[src/rtl/click_pkg.sv]
// Shared types and constants for the click-pipeline receiver.
package click_pkg;
  localparam int CLICK_DW_DEF = 2;
  localparam int RX_CNT_W     = 16;

  typedef enum logic {
    RX_IDLE,
    RX_FULL_WAIT
  } rx_state_t;
endpackage

[src/rtl/click_rx_sync_if.sv]
// Click-side 2-phase handshake plus clocked valid/ready stream of the receiver.
interface click_rx_sync_if
  import click_pkg::*;
#(
   parameter int DW = CLICK_DW_DEF
);
   logic          in_req;
   logic [DW-1:0] in_data;
   logic          in_ack;
   logic          out_valid;
   logic          out_ready;
   logic [DW-1:0] out_data;

   modport master (output in_req, in_data, out_ready,
                   input  in_ack, out_valid, out_data);
   modport slave  (input  in_req, in_data, out_ready,
                   output in_ack, out_valid, out_data);
endinterface

[src/rtl/click_sync.sv]
// Multi-flop 1-bit synchronizer, cleared by synchronous reset.
module click_sync #(
   parameter int STAGES = 2
) (
   input  logic clk,
   input  logic reset,
   input  logic d,
   output logic q
);
   logic [STAGES-1:0] sync_q;

   always_ff @(posedge clk) begin
      if (reset) sync_q <= '0;
      else       sync_q <= {sync_q[STAGES-2:0], d};
   end

   assign q = sync_q[STAGES-1];
endmodule

[src/rtl/click_rx_sync.sv]
// Receiver bridging a 2-phase click chain into a clocked valid/ready stream via a small FIFO.
// Optional token counter port rx_count enabled with `define CLICK_RX_CNT_EN.
module click_rx_sync
  import click_pkg::*;
#(
   parameter int DW          = CLICK_DW_DEF,
   parameter int SYNC_STAGES = 2,
   parameter int DEPTH       = 4
) (
   input  logic            clk,
   input  logic            reset,
   click_rx_sync_if.slave  rx
`ifdef CLICK_RX_CNT_EN
   ,
   output logic [RX_CNT_W-1:0] rx_count
`endif
);
   localparam int AW = $clog2(DEPTH);

   logic          req_s;
   logic          ack_r;
   logic          pending;
   logic          space;
   logic          capture;
   logic          pop;
   logic [DW-1:0] mem [DEPTH];
   logic [AW-1:0] wr_ptr;
   logic [AW-1:0] rd_ptr;
   logic [AW:0]   count;
   rx_state_t     state_q;
   rx_state_t     state_d;

   click_sync #(.STAGES(SYNC_STAGES)) u_req_sync (
      .clk   (clk),
      .reset (reset),
      .d     (rx.in_req),
      .q     (req_s)
   );

   // Level compare: a token stays pending until acked, so none can be missed.
   assign pending = req_s ^ ack_r;
   assign pop     = rx.out_valid & rx.out_ready;
   assign space   = (count < (AW+1)'(DEPTH)) | pop;
   assign capture = pending & space;

   always_comb begin
      state_d = state_q;
      case (state_q)
         RX_IDLE:      if (pending && !space) state_d = RX_FULL_WAIT;
         RX_FULL_WAIT: if (space)             state_d = RX_IDLE;
         default:                             state_d = RX_IDLE;
      endcase
   end

   always_ff @(posedge clk) begin
      if (reset) begin
         state_q <= RX_IDLE;
         ack_r   <= 1'b0;
         wr_ptr  <= '0;
         rd_ptr  <= '0;
         count   <= '0;
         for (int i = 0; i < DEPTH; i++) mem[i] <= '0;
      end else begin
         state_q <= state_d;
         if (capture) begin
            mem[wr_ptr] <= rx.in_data;
            wr_ptr      <= wr_ptr + 1'b1;
            ack_r       <= ~ack_r;
         end
         if (pop) rd_ptr <= rd_ptr + 1'b1;
         case ({capture, pop})
            2'b10:   count <= count + 1'b1;
            2'b01:   count <= count - 1'b1;
            default: count <= count;
         endcase
      end
   end

   assign rx.in_ack    = ack_r;
   assign rx.out_valid = (count != '0);
   assign rx.out_data  = mem[rd_ptr];

`ifdef CLICK_RX_CNT_EN
   logic [RX_CNT_W-1:0] rx_cnt_q;

   always_ff @(posedge clk) begin
      if (reset)        rx_cnt_q <= '0;
      else if (capture) rx_cnt_q <= rx_cnt_q + 1'b1;
   end

   assign rx_count = rx_cnt_q;
`endif
endmodule
[src/flat_wrapper.sv]
// flat-port wrapper written by rule: the top's interface ports become plain ports
module click_rx_sync_flat import click_pkg::*;
#(
   parameter int DW          = CLICK_DW_DEF,
   parameter int SYNC_STAGES = 2,
   parameter int DEPTH       = 4
)
  (clk, reset, rx_in_req, rx_in_data, rx_out_ready, rx_in_ack, rx_out_valid, rx_out_data);
  click_rx_sync_if #(.DW(DW)) rx_i ();
  input  logic clk;
  input  logic reset;
  input wire logic [$bits(rx_i.in_req)-1:0] rx_in_req;
  input wire logic [$bits(rx_i.in_data)-1:0] rx_in_data;
  input wire logic [$bits(rx_i.out_ready)-1:0] rx_out_ready;
  output wire logic [$bits(rx_i.in_ack)-1:0] rx_in_ack;
  output wire logic [$bits(rx_i.out_valid)-1:0] rx_out_valid;
  output wire logic [$bits(rx_i.out_data)-1:0] rx_out_data;
  assign rx_i.in_req = rx_in_req;
  assign rx_i.in_data = rx_in_data;
  assign rx_i.out_ready = rx_out_ready;
  assign rx_in_ack = rx_i.in_ack;
  assign rx_out_valid = rx_i.out_valid;
  assign rx_out_data = rx_i.out_data;
  click_rx_sync #(.DW(DW), .SYNC_STAGES(SYNC_STAGES), .DEPTH(DEPTH)) u_core (.clk(clk), .reset(reset), .rx(rx_i));
endmodule
[config.mk]
export PLATFORM = sky130hd
export DESIGN_NAME = click_rx_sync_flat
export DESIGN_NICKNAME = d
export VERILOG_FILES = /design/src/rtl/click_pkg.sv /design/src/rtl/click_rx_sync_if.sv /design/src/rtl/click_sync.sv /design/src/rtl/click_rx_sync.sv /design/src/flat_wrapper.sv
export SDC_FILE = /design/constraint.sdc
export NUM_CORES = 1
export LEC_CHECK = 0
export BUFFER_PORTS_ARGS = -buffer_cell sky130_fd_sc_hd__buf_2
export CAP_MARGIN = 20
export CORE_UTILIZATION = 59
export CTS_CLUSTER_DIAMETER = 50
export CTS_CLUSTER_SIZE = 25
export DETAILED_ROUTE_END_ITERATION = 7
export PLACE_DENSITY = 0.79
export SLEW_MARGIN = 20
export SYNTH_ARGS = -nofsm -noshare
export SYNTH_HDL_FRONTEND = slang
export SYNTH_SLANG_ARGS = --single-unit
[constraint.sdc]
create_clock -name clk -period 3.1 [get_ports clk]
set_input_delay 0.465 -clock clk [delete_from_list [all_inputs] [get_ports clk]]
set_output_delay 0.465 -clock clk [all_outputs]
set_load 0.05 [all_outputs]
# Word-level counts from Yosys, hierarchy flattened
# Memory sizes are Yosys's and may differ from the RTL's. A register that Yosys moved wholly into a read port is not among the register bits.
# Cells that the tools add are included.
# word_totals
ff_bits	10
ramBits	8
inputBits	6
output_inout_bits	4
word_cells	32
mem_count	1
# memory_table
name	depth	word_bits	rd	rd_clocked_by_memory_dff	write_ports	line	source
u_core.mem	4	2	1	1	4	click_rx_sync.sv:26	logic [DW-1:0] mem [DEPTH];
# op_classes
n_addsub	4
magnitude_cmp	1
n_eq_ne	2
n_mux	11
bitwise	5
reduce_logical	3
# ops
operator	count
2-to-1 mux 2 bit	4
2-to-1 mux 1 bit	6
one-hot mux 3 bit (2 select lines)	1
adder 2 x 1 -> 2 bit, second input constant	2
adder 3 x 1 -> 3 bit, second input constant	1
less-than comparator 3 bit, second input constant	1
nonzero test 3 bit	1
subtractor 3 x 1 -> 3 bit, second input constant	1
bitwise AND 1 bit	2
equality test 2 x 1 -> 1 bit, second input constant	1
equality test 2 bit, second input constant	1
nonzero test 2 bit	1
OR reduction 2 bit	1
inverter 1 bit	1
OR 1 bit	1
XOR 1 bit	1

# Logic depth before layout (Yosys ltp)
# logic_depth
depth_word	9
depth_mapped	9

# By module
# Synthesis repeated with hierarchy kept, for this count alone.
# unflattened
hier_cells	77
hier_area_um2	873.3
# modules_own_cells
module	instances	cells_per_inst	area_each_um2
click_rx_sync	1	73	820.8
click_sync	1	4	52.6

# Least setup slack after synthesis
# No wires, ideal clock.
# synth_path
path_type	register to register
start	reg u_core.ack_r, in the netlist u_core.rx.in_ack
end	reg u_core.count[2]
setup_ps	71
arrival_time_ps	2286
required_time_ps	3029
slack_ps	743
path_stages_with_launch	10
path_buffers	0
period_less_slack_ps	2357
path_cell_list	dfxtp_1 xor2_2 and2_4 inv_2 ha_1 inv_1 fa_1 xor2_1 or3_1 a21oi_1
# synth_via
elab_chain_len	4
word_cells_on_any_way	6
classes_between	eq/ne: 2; mux: 1; bitwise: 2; reduce/logical: 1
# synth_lines
item	line	source
start: declaration	click_rx_sync.sv:21	logic ack_r;
start signal: assignment	click_rx_sync.sv:68	ack_r <= ~ack_r;
XOR 1 bit (*)	click_rx_sync.sv:41	assign pending = req_s ^ ack_r;
bitwise AND 1 bit (*)	click_rx_sync.sv:44	assign capture = pending & space;
equality test 2 x 1 -> 1 bit / equality test 2 bit (equally long branches)	click_rx_sync.sv:71	case ({capture, pop})
one-hot mux 3 bit (2 select lines) / nonzero test 2 bit (equally long branches)	n/a	
end signal: assignment	click_rx_sync.sv:72	2'b10: count <= count + 1'b1;
end signal: assignment	click_rx_sync.sv:73	2'b01: count <= count - 1'b1;
end signal: assignment	click_rx_sync.sv:74	default: count <= count;
end: declaration	click_rx_sync.sv:29	logic [AW:0] count;
# Every way passes the cells marked *; elsewhere a longest branch is shown, timed or not.
# A chain may end at the register's enable or synchronous reset.

# Final worst setup path
# layout_path
start	reg u_core.count[2]
end	reg u_core.count[2]
# layout_via
elab_chain_len	6
word_cells_on_any_way	11
classes_between	add/sub: 2; order compare: 1; eq/ne: 2; mux: 1; bitwise: 3; reduce/logical: 2
# layout_lines
item
branches (longest 6 deep; another with less-than comparator 3 bit)
# Several ways; the timed one is not identified.

==> results.py <==
metrics = {
    "timing": {
        "fmax_ghz": 0.452,
        "setup_viol": 0,
        "max-slew-margin-rel_pct": 72.7,
        "finalWorstSetupSlack_ns": 0.887,
        "fin_tns_setup_ns": 0,
        "hold_ws_ns": 0.369,
        "layout_min_cycle_time_ns": 2.21,
        "fin_worst_skew_ns": 0.00530,
        "rsz0062_at_grt": "false",
        "post-route-period-util_pct": 71.4,
        "hold_violations": 0,
        "drv_slew": 0,
        "max_slew.worst_pin.slew_ns": 0.405,
    },
    "hold_path": {
        "hold_class": "in -> reg",
        "hold_start": "rx_in_req",
        "min_to": "u_core.u_req_sync.sync_q[0]",
        "whs_path_depth": 2,
    },
    "critical_path": {
        "cp_cell_sequence": "nand2b_1 > and2_4 > inv_2 > ha_1 > inv_1 > fa_1 > xor2_1 > or3_1 > a21oi_1",
        "r2r_cells": 9,
        "arrival_ns": 2.45,
        "slowest_delay_ns": 0.42,
        "r2r_setup_slack_ns": 0.89,
        "cp_slowest_cell": "dfxtp_1",
        "reg2reg_from": "u_core.count[2]",
        "endpoint_kind": "flip-flop",
        "setup.worst_path.start_class": "flip-flop",
        "path_class": "reg -> reg",
        "crit_fanout": 6,
        "worstPathRequired_ns": 3.34,
        "worstReg2RegEnd": "u_core.count[2]",
    },
    "detailed_routing": {
        "viasPerCell": 5.83,
        "routed_wl_um": 1410,
        "num_vias": 612,
        "drc": 0,
        "postRouteAntennaNets": 0,
        "wl_per_cell_um": 13.5,
        "drtIter0Drc": 27,
        "drtPass1Iterations": 4,
    },
    "die": {
        "chipWidth_um": 40.7,
        "initial_core_util_pct": 65.3,
        "num_rows": 13,
        "die_area_um2": 1650,
        "coreArea_um2": 1350,
        "die_h_um": 40.7,
        "ios": 10,
    },
    "synthesis": {
        "syn_area_um2": 882,
        "synth-edff-count": 8,
        "syn-instance-count": 79,
        "yosysTopAreaCell": "dfxtp_1",
        "synth_ff_type": "dfxtp_1",
        "netlist.area_leader.share_pct": 27.2,
        "synthArstFlopShare_pct": 0,
        "synth.distinct_cells": 29,
        "ys_warn_count": 0,
        "ys_seq_elements": 20,
        "syn_nets": 87,
        "synth_area_leaders": "dfxtp_1, edfxtp_1, nor2_1",
        "yosysSeqAreaShare_pct": 54.5,
        "avgSynthCellArea_um2": 11.2,
    },
    "clock_network": {
        "post_cts_resize_count": 0,
        "cts_setup_buffers": 0,
        "root_buffer": "clkbuf_4",
        "path_clk_slew_ns": 0.11,
        "clk_latency_ns": 0.30,
        "cts_htree_levels": 1,
        "cts.path.max_buffers": 2,
        "numCtsBuffers": 3,
        "hold_buffers": 0,
        "cts.sinks": 20,
        "cts_tree": "done",
    },
    "pwr": {
        "finalPower_mw": 0.766,
        "irDropWorstVdd_v": 0.000524,
        "p_leak_nw": 0.397,
        "p_per_area_nw_per_um2": 773,
    },
    "flow_run": {
        "maxCapViolCount": 0,
    },
    "outcome": {
        "outcome": "finished, final reports clean",
    },
    "grt": {
        "grt_pass1_vias": 527,
        "grt_pass1_wl_um": 2220,
        "track_usage_pct": 21.1,
        "grt_max_degree": 15,
        "grt_remaining_overflow": 0,
        "antenna_found_initial": 0,
    },
    "placed_design": {
        "place_ws_ns": 0.700,
        "dpl.hpwl_um": 1110,
        "gp_congestion": 0.740,
        "portBuffers": 9,
        "place_inst": 101,
    },
    "cells_and_area": {
        "drive_gt1_share_pct": 23.3,
        "final_cells": 105,
        "diodes": 0,
        "nNetsFinal": 99,
        "area_growth_pct": 12.3,
    },
}
worst max-delay path, delay by kind of cell, from the launching register on:
family,cells,cell delay (ns)
xor+xnor,1,0.16
compound gates,1,0.15
flops,1,0.42
simple gates,3,0.71
fa+ha+maj,2,0.56
buf+inv,2,0.16
how the worst max path moves through the flow:
stage / from / end / slack [ns] / cells after the start
2_1_floorplan: u_core.rx.in_ack / u_core.count[2] / 0.74 / 9
3_3_place_gp: rx_out_ready / u_core.count[2] / 0.77 / 10
3_5_place_dp: rx_out_ready / u_core.count[2] / 0.70 / 10
4_1_cts: u_core.count[2] / u_core.count[2] / 0.88 / 9
5_1_grt: u_core.count[2] / u_core.count[2] / 0.76 / 9
6_report: u_core.count[2] / u_core.count[2] / 0.89 / 9
cells by family after synthesis:
group / share of synthesized area (%)
DFF: 54.5
buffers and inverters: 4.26
muxes: 6.24
and+or+nand+nor: 14.8
xor gates and xnor gates: 5.82
AOI/OAI and AO/OA: 10.8
adders and majority gates: 3.69
cells in the mapped netlist, drive strengths merged (2+ instances only):
cell,instances
or3,2
xor2,4
clkbuf,2
inv,8
mux4,2
nand2,2
nand2b,2
nor3,2
o21ai,4
edfxtp,8
dfxtp,12
nor2,13
nor2b,2
a21oi,2
nand4,2
a31o,2
through the flow:
step                      util, %  instance area [µm²]
after global placement       69.5                  938
after global routing         73.4                  991
after CTS                    73.4                  991
final                        73.4                  991
after detailed placement     69.5                  938
after floorplan                 -                  882
sequential cells by signal (all words and copies together) (netlist names), named ones only:
signal                    flops
u_core.mem                    8
u_core.count                  3
u_core.rd_ptr                 2
u_core.u_req_sync.sync_q      2
u_core.wr_ptr                 2
u_core.rx.in_ack              1
power by group:
| group | internal [mW] | total [mW] | leakage, nW | switching (mW) |
|---|---|---|---|---|
| clock | 0.131 | 0.210 | 0.0279 | 0.0795 |
| sequential | 0.307 | 0.339 | 0.181 | 0.0313 |
| combinational | 0.0803 | 0.217 | 0.188 | 0.137 |
| total | 0.518 | 0.766 | 0.397 | 0.248 |
area by class of cell:
type | count | area (µm²)
clock buffer | 3 | 22.5
clock inverter | 1 | 30.0
fill | 110 | 359
inverter | 8 | 30.0
multi-input combinational | 49 | 364
sequential | 20 | 480
tap | 15 | 18.8
timing repair buffer | 9 | 45.0
placed cells by master (no fill, tap or decap), types with 3 or more instances in the layout:
master,n
edfxtp_1,8
xor2_1,3
buf_2,9
nor2_1,13
dfxtp_1,12
clkbuf_4,3
inv_1,7
routing by layer:
layer	track usage (%)	vias to the layer above	part of all wire (%)
met5	0	-	0
met4	7.50	0	1.1
met3	4.89	3	4.5
met2	37.7	26	48
met1	24.4	287	46
li1	-	296	-
Note: power is estimated with default switching activity, not from simulation.
